<file path="src/rtl/seq_det_sched.sv">
// rtl/seq_det_sched.sv - byte-to-bit scheduler and saturating hit accountant for the 11011 detector
// Optional build macro: SEQ_DET_SCHED_LSB_FIRST_EN (serialize LSB-first instead of MSB-first).
module seq_det_sched #(
    parameter int DATA_W = 8,
    parameter int CNT_W  = 8
) (
    input  logic              clk,
    input  logic              rst,
    input  logic [DATA_W-1:0] in_data,
    input  logic              in_valid,
    output logic              in_ready,
    output logic              det_bit,
    output logic              det_valid,
    output logic              det_clr,
    input  logic              det_hit,
    input  logic [CNT_W-1:0]  thresh,
    input  logic              sw_clear,
    input  logic              irq_clr,
    output logic [CNT_W-1:0]  match_count,
    output logic              irq,
    output logic              busy
);

    localparam int               BCW      = (DATA_W > 1) ? $clog2(DATA_W) : 1;
    localparam logic [BCW-1:0]   LAST_IDX = BCW'(DATA_W - 1);
    localparam logic [CNT_W-1:0] CNT_MAX  = '1;

    typedef enum logic {
        IDLE,
        SHIFT
    } state_t;

    state_t            state;
    state_t            state_nxt;
    logic [DATA_W-1:0] shreg;
    logic [DATA_W-1:0] shreg_nxt;
    logic [BCW-1:0]    bit_cnt;
    logic [BCW-1:0]    bit_cnt_nxt;
    logic              accept;
    logic              hit;
    logic              can_inc;
    logic [CNT_W-1:0]  count_nxt;
    logic              irq_nxt;

    always_ff @(posedge clk or posedge rst) begin
        if (rst) begin
            state       <= IDLE;
            shreg       <= '0;
            bit_cnt     <= '0;
            match_count <= '0;
            irq         <= 1'b0;
        end else begin
            state       <= state_nxt;
            shreg       <= shreg_nxt;
            bit_cnt     <= bit_cnt_nxt;
            match_count <= count_nxt;
            irq         <= irq_nxt;
        end
    end

    always_comb begin
        state_nxt   = state;
        shreg_nxt   = shreg;
        bit_cnt_nxt = bit_cnt;
        in_ready    = 1'b0;
        det_valid   = 1'b0;
        det_bit     = 1'b0;
        busy        = 1'b0;

        case (state)
            IDLE: begin
                in_ready = 1'b1;
            end
            SHIFT: begin
                det_valid = 1'b1;
                busy      = 1'b1;
`ifdef SEQ_DET_SCHED_LSB_FIRST_EN
                det_bit   = shreg[0];
`else
                det_bit   = shreg[DATA_W-1];
`endif
                // Last bit opens the input so the next word follows without a bubble.
                in_ready  = (bit_cnt == '0);
            end
            default: begin
                in_ready = 1'b0;
            end
        endcase

        if (rst || sw_clear) begin
            in_ready = 1'b0;
        end
        accept = in_valid && in_ready;

        if (state == SHIFT) begin
`ifdef SEQ_DET_SCHED_LSB_FIRST_EN
            shreg_nxt   = shreg >> 1;
`else
            shreg_nxt   = shreg << 1;
`endif
            bit_cnt_nxt = bit_cnt - 1'b1;
            if (bit_cnt == '0) begin
                state_nxt = IDLE;
            end
        end

        if (accept) begin
            shreg_nxt   = in_data;
            bit_cnt_nxt = LAST_IDX;
            state_nxt   = SHIFT;
        end

        if (sw_clear) begin
            state_nxt   = IDLE;
            shreg_nxt   = '0;
            bit_cnt_nxt = '0;
        end
    end

    // A hit only counts on a real bit; irq fires only when the count actually moves onto thresh.
    always_comb begin
        hit       = det_valid && det_hit && !sw_clear;
        can_inc   = hit && (match_count != CNT_MAX);
        count_nxt = match_count;
        irq_nxt   = irq;
        if (sw_clear) begin
            count_nxt = '0;
            irq_nxt   = 1'b0;
        end else begin
            if (can_inc) begin
                count_nxt = match_count + 1'b1;
            end
            if (can_inc && (thresh != '0) && (count_nxt == thresh)) begin
                irq_nxt = 1'b1;
            end else if (irq_clr) begin
                irq_nxt = 1'b0;
            end
        end
    end

    assign det_clr = rst | sw_clear;

endmodule
</file>
<file path="config.mk">
export PLATFORM = sky130hd
export DESIGN_NAME = seq_det_sched
export DESIGN_NICKNAME = d
export VERILOG_FILES = /design/src/rtl/seq_det_sched.sv
export SDC_FILE = /design/constraint.sdc
export NUM_CORES = 1
export LEC_CHECK = 0
export ABC_AREA = 1
export CORE_MARGIN = 4
export CORE_UTILIZATION = 49
export CTS_CLUSTER_DIAMETER = 200
export DETAILED_ROUTE_END_ITERATION = 10
export GPL_ROUTABILITY_DRIVEN = 0
export PLACE_DENSITY = 0.9
export SYNTH_ARGS = -nofsm -noshare
export SYNTH_HDL_FRONTEND = slang
export SYNTH_SLANG_ARGS = --single-unit
</file>
<file path="constraint.sdc">
create_clock -name clk -period 1.95 [get_ports clk]
set_input_delay 0.4875 -clock clk [delete_from_list [all_inputs] [get_ports clk]]
set_output_delay 0.4875 -clock clk [all_outputs]
set_load 0.03 [all_outputs]
</file>
# Word-level counts from Yosys, hierarchy flattened
# Cells that the tools add are included.
# classes
n_addsub,2
n_eq_ne,2
muxes,20
n_bitwise,2
reduce_logical,12
# ops
cell,count
two-way mux 8 bit,6
two-way mux 1 bit,10
two-way mux 3 bit,3
adder 8 x 1 -> 8 bit (second input constant),1
equality test 8 bit,1
inequality test 8 bit (second input constant),1
nonzero test 8 bit,1
logical AND 1 bit,6
nonzero test 3 bit,2
logical NOT 3 bit,1
subtractor 3 x 1 -> 3 bit (second input constant),1
one-hot mux 1 bit (2 select lines),1
logical NOT 1 bit,1
logical OR 1 bit,1
inverter 1 bit,1
bitwise OR 1 bit,1
# totals
ff_bits,21
output_inout_bits,14
wordCells,43

# Logic depth before layout (Yosys ltp)
# Gate-level depths: netlist (run 1).
# logic_depth
depth_word,10
mapped_depth,13
mapped_depth_nobuf,13

# Least setup slack after synthesis (run 1)
# No wires, ideal clock.
# synth_timing
path_type,input-to-reg
start,input sw_clear
end,register bit_cnt[1]
setup_time_ns,0.078
arrival_time_ns,1.898
path_slack_ns,-0.026
cell_stages,8
cell_sequence,nor2_1 > inv_1 > nor2_1 > nand2_2 > inv_1 > o21ai_4 > a21oi_1 > o21bai_1
# synth_between
elab_chain_len,5
elab_cells_between_ends,6
cone_classes,mux: 3; reduce/logical: 3
# synth_lines
element,line,source
start: declaration,17,"input logic sw_clear,"
logical OR 1 bit *,90,if (rst || sw_clear) begin
two-way mux 1 bit *,90,
named net in_ready,11,"output logic in_ready,"
logical AND 1 bit *,93,accept = in_valid && in_ready;
two-way mux 3 bit,107,if (accept) begin
two-way mux 3 bit,113,if (sw_clear) begin
end signal: assignment,55,bit_cnt <= bit_cnt_nxt;
end: declaration,37,logic [BCW-1:0] bit_cnt;
# The timed path passes the listed nets; every way through them passes the cells marked *.
# A chain may end at the register's enable or synchronous reset.

# Worst setup path in the final report (run 1)
# layout_timing
start,register match_count[1]
end,output match_count[1]
# layout_rtl
element,line,source
start: declaration,19,"output logic [CNT_W-1:0] match_count,"
start signal: assignment,56,match_count <= count_nxt;
# No word-level cell between the ends.

==> results of run 1 <==
## cell usage in the layout (no fill, tap or decap), drive strengths merged, types with 5 or more instances in the layout
| cell type | instances |
|---|---|
| nand2 | 49 |
| inv | 38 |
| buf | 29 |
| nand3 | 27 |
| clkdlybuf4s50 | 22 |
| dfrtp | 21 |
| nor2 | 16 |
| o21ai | 12 |
| a21oi | 9 |
| dlygate4sd2 | 7 |
| o22ai | 6 |
| nand4 | 5 |
## worst min path at each step
stage                     slack [ps]              to  cells past startpoint
after detailed placement         530             irq                      2
after CTS                        390  match_count[5]                      2
after global placement           500      bit_cnt[1]                      2
final                            390  match_count[6]                      2
after global routing             390  match_count[6]                      2
after floorplan                  460      bit_cnt[0]                      1
## metal layers
| layer | routed length, µm | vias up | track usage |
|---|---|---|---|
| li1 | - | 777 | - |
| met2 | 1890 | 55 | 0.365 |
| met4 | 48 | 0 | 0.0667 |
| met1 | 1410 | 713 | 0.229 |
| met5 | 0 | - | 0 |
| met3 | 240 | 7 | 0.0393 |
## registers in the layout (all words and copies together), names as in the netlist
signal	flops
bit_cnt	3
state	1
match_count	8
shreg	8
irq	1
## cells by family after synthesis
| logic type | count (synthesis) | synth area share |
|---|---|---|
| fa+ha+maj | 3 | 0.0264 |
| simple gates | 104 | 0.347 |
| buf+inv | 44 | 0.132 |
| compound gates | 30 | 0.124 |
| flops | 21 | 0.370 |
## through the flow
stage | instance area [µm²] | utilization
4_1_cts | 1990 | 0.723
3_3_place_gp | 1970 | 0.714
6_report | 2060 | 0.747
3_5_place_dp | 1970 | 0.714
5_1_grt | 2060 | 0.747
2_1_floorplan | 1420 | -
## layout make-up
class,count,area [µm²],area share
Clock buffer,4,26.3,0.0128
Inverter,38,143,0.0692
Multi-Input combinational cell,137,759,0.369
Sequential cell,21,528,0.256
Tap cell,31,38.8,0.0188
Timing Repair Buffer,62,566,0.274
## worst register-to-register path: cells and delay by family (launching register included)
kind | cells | cell delay [ps]
and+or+nand+nor | 10 | 950
DFF | 1 | 410
adders and majority gates | 1 | 210
AOI/OAI and AO/OA | 1 | 70
buffers and inverters | 1 | 50
## cells in the mapped netlist
cell      count
nand2_1      44
inv_1        38
nand3_1      27
dfrtp_1      21
nor2_1       12
o21ai_0      10
a21oi_1       9
o22ai_1       6
nand2_2       5
nand3b_1      4
nand4_1       4
buf_2         3
ha_1          3
nor2_2        3
buf_6         2
nor4_1        2
o21bai_1      2
buf_4         1
nand4_2       1
nor2_4        1
o211ai_1      1
o21ai_1       1
o21ai_4       1
or2_2         1
## power by group through the flow
stage	registers (mW)	logic, mW	clock network (mW)
after floorplan	0.473	0.109	0
after global placement	0.470	0.210	0
after detailed placement	0.471	0.216	0
after CTS	0.463	0.216	0.220
after global routing	0.465	0.281	0.241
final	0.463	0.248	0.215
## repair_timing
action                     CTS  global route
gates resized for setup     10            16
buffers inserted             0             1
pin swaps                    2             2
setup endpoints to repair    7             7
==> impl_metrics.toml, run 1 <==
[outcome]
status = "finished clean"

[layout]
fin_nets = 288
fin_cells = 293
syn_to_final_growth_pct = 45.1
layout-drive-gt1-share = 0.202
final.fill_count = 217
antennaDiodeCount = 0

[timing]
final.setup_skew_ps = 10.8
achievable-frequency_mhz = 534
tightest_slew_ps = 319
timing.slew.headroom = 0.785
worst_slack_ps = 78.1
tns_ps = 0
rsz0062_at_grt = "no"
finalMaxSlewViolations = 0
setup_violations = 0
period_needed_ps = 1870
hold_ws_ps = 391
period_share = 0.960
hold_viol = 0

[power]
fin_total_pwr_uw = 926
swShare = 0.290
power_frac_clock = 0.232
power_leakage_nw = 1.11
combPwrFrac = 0.268
power_density_nw_per_um2 = 449
ir_drop_v = 0.000489
p_switching_uw = 269
seqPwrFrac = 0.500
p_int_uw = 657

[synth]
synth_top_area_share = 0.370
seq_area_frac_synth = 0.370
ys_ff_latch = 21
synth_cell_type_count = 24
synth_area_per_cell_um2 = 7.03
yosys_warnings = 0
synth.net_count = 227
yosysTopAreaCell = "dfrtp_1"
synth_cells = 202
synthTopCellsByArea = "dfrtp_1, nand2_1, inv_1"
synth_area_um2 = 1420

[cts]
clock_latency_ps = 310
cts_tree = "built"
cts_buffers = 3
path_clk_slew_ps = 120
htreeDepth = 1
hold_buffers = 0
cts-root-buf = "clkbuf_4"
cts.sinks = 21
cts_buffer_depth = 2

[die]
initial_core_util = 0.515
die_h_um = 61.8
row_count = 19
dieArea_um2 = 3820
pin_count = 36
core_area_um2 = 2760
die_w_um = 61.8

[drt]
wl_per_cell_um = 12.2
wirelength_um = 3590
viasPerCell = 5.30
ant_nets = 0
dr.pass1.iters = 4
first_iter_violations = 85
drcViolationCount = 0
vias = 1552

[critical_path]
cp_slowest_stage_delay_ps = 670
start_kind = "flop"
crit_buf_inv = 1
worstReg2RegEnd = "irq"
startpoint = "match_count[1]"
crit_end = "match_count[1]"
rrSetupSlack_ps = 210
cp_max_fo = 5
required_ps = 1460
endpoint_kind = "output pin"
path_class = "reg2out"
slowest_stage = "clkdlybuf4s50_1"
crit_chain = "clkdlybuf4s50_1"
crit_arrival_ps = 1380
cp_top_family = "buffers and inverters"
r2r_start = "match_count[1]"
worst-path-stages = 1
rr_worst_depth = 13

[grt]
grt_remaining_overflow = 0
antenna_found_initial = 0
grt_pass1_wl_um = 5750
gr-usage-all-layers = 0.199
grt_max_degree = 19
grt_pass1_vias = 1444

[hold_path]
min_path_type = "in2async"

[placed_design]
port_buffers = 35
hpwlAfterDp_um = 2790
dp_worst_setup_slack_ps = -338
numPlacedInstances = 288

[job]
drv_cap = 0
Note: power is estimated with default switching activity, not from simulation.
==> inputs of run 2 (changes only) <==
CORE_MARGIN = 2   (was 4)
SLEW_MARGIN = 0   (was not set)
==> impl_metrics.toml, run 2 (same netlist as run 1, synthesis figures left out) <==
[outcome]
status = "finished clean"

[power]
p_switching_uw = 270
p_int_uw = 643
power_frac_clock = 0.239
power_density_nw_per_um2 = 440
swShare = 0.296
power_leakage_nw = 1.10
ir_drop_v = 0.000417
seqPwrFrac = 0.507
combPwrFrac = 0.255

[critical_path]
required_ps = 1460
path_class = "reg2out"
crit_arrival_ps = 1420
start_kind = "flop"
endpoint_kind = "output pin"
cp_max_fo = 3

[drt]
wl_per_cell_um = 12.4
viasPerCell = 5.26
ant_nets = 0
vias = 1557
wirelength_um = 3660
dr.pass1.iters = 4
drcViolationCount = 0
first_iter_violations = 83

[layout]
fin_cells = 296
syn_to_final_growth_pct = 46.1
reg.largest.list = "match_count: 8 flops, shreg: 8 flops, bit_cnt: 3 flops"
layout-drive-gt1-share = 0.223
antennaDiodeCount = 0
layout.cells.most_common = "nand2_1"
final_cell_area_um2 = 2070
fin_nets = 291
final_cell_mix = "nand2_1, inv_1, buf_4"

[timing]
setup_violations = 0
rsz0062_at_grt = "yes"
hold_viol = 0
achievable-frequency_mhz = 524
period_share = 0.979
final.setup_skew_ps = 9.45
finalMaxSlewViolations = 0
timing.slew.headroom = 0.780
tightest_slew_ps = 328
period_needed_ps = 1910

[die]
core_area_um2 = 2760
row_count = 19
dieArea_um2 = 3340
die_w_um = 57.8
initial_core_util = 0.515
die_h_um = 57.8
pin_count = 36

[placed_design]
hpwlAfterDp_um = 2800
port_buffers = 35
dpl_cell_area_um2 = 1990
numPlacedInstances = 291

[cts]
cts_buffers = 3
cts.sinks = 21
cts_buffer_depth = 2
cts-root-buf = "clkbuf_4"
cts_tree = "built"
clock_latency_ps = 310
path_clk_slew_ps = 130
hold_buffers = 0
htreeDepth = 1

[grt]
grt_remaining_overflow = 0
gr-usage-all-layers = 0.241
grt_max_degree = 22
antenna_found_initial = 0
grt_pass1_wl_um = 6380
grt_pass1_vias = 1525

[hold_path]
min_path_type = "in2async"

[job]
drv_cap = 0
[run 2: cell types whose count changed in the layout (fill, tap and decap cells not counted), sizes merged]
| cell | delta |
|---|---|
| dlygate4sd2 | +3 |
| clkbuf | -1 |
| dlymetal6s2s | -2 |
| buf | +3 |
| clkdlybuf4s50 | -1 |
| clkinv | +1 |
[run 2: power groups by stage]
stage | combinational, mW | sequential, mW | clock [mW]
after floorplan | 0.109 | 0.473 | 0
after global placement | 0.215 | 0.469 | 0
after detailed placement | 0.221 | 0.470 | 0
after CTS | 0.222 | 0.462 | 0.225
after global routing | 0.259 | 0.464 | 0.246
final | 0.232 | 0.463 | 0.218
[run 2: cell type report]
| type | instances | area, µm² |
|---|---|---|
| tap | 31 | 38.8 |
| clock inverter | 1 | 5.00 |
| timing repair buffer | 65 | 579 |
| clock buffer | 3 | 22.5 |
| fill | 226 | 683 |
| sequential | 21 | 527 |
| inverter | 38 | 143 |
| multi-input combinational | 137 | 759 |
[run 2: critical path, cell delays in order (launching register included)]
cell and delay, ps:
dfrtp_1 400, inv_2 70, ha_1 150, ha_2 200, nor2_4 50, nor2_4 120
buf_6 140
[run 2: timing repair]
action                                  CTS  global route
pin swaps                                 2             2
endpoints found under the hold margin     0             0
resized for setup                        13            17
endpoints found under the setup margin   11             5
setup buffers                             0             1
cloned                                    0             0
[run 2: final timing paths]
path | cells past startpoint | endpoint | slack, ps | startpoint
max | 6 | in_ready | 40 | bit_cnt[0]
min | 3 | irq | 540 | rst
max reg2reg | 10 | shreg[2] | 130 | bit_cnt[0]
min reg2reg | 2 | irq | 550 | irq
max in group asynchronous | 3 | state | 1180 | rst
min in group clk | 2 | irq | 550 | irq
[run 2: through the flow]
stage / utilization / setup TNS [ps] / setup WS (ps) / power [mW] / hold WS [ps]
floorplan: - / 0 / 144 / 0.582 / 464
global placement: 0.722 / -1160 / -252 / 0.685 / 504
detailed placement: 0.722 / -1610 / -252 / 0.691 / 528
CTS: 0.730 / 0 / 7.34 / 0.909 / 526
global route: 0.752 / -66.5 / -64.7 / 0.969 / 578
finish: 0.752 / 0 / 40.5 / 0.913 / 535
[run 2: per-layer routing]
metal,vias up,global-route usage,wire (µm)
li1,781,-,-
met1,709,0.307,1610
met2,63,0.437,1840
met3,4,0.0246,198
met4,0,0.0598,14
met5,-,0,0
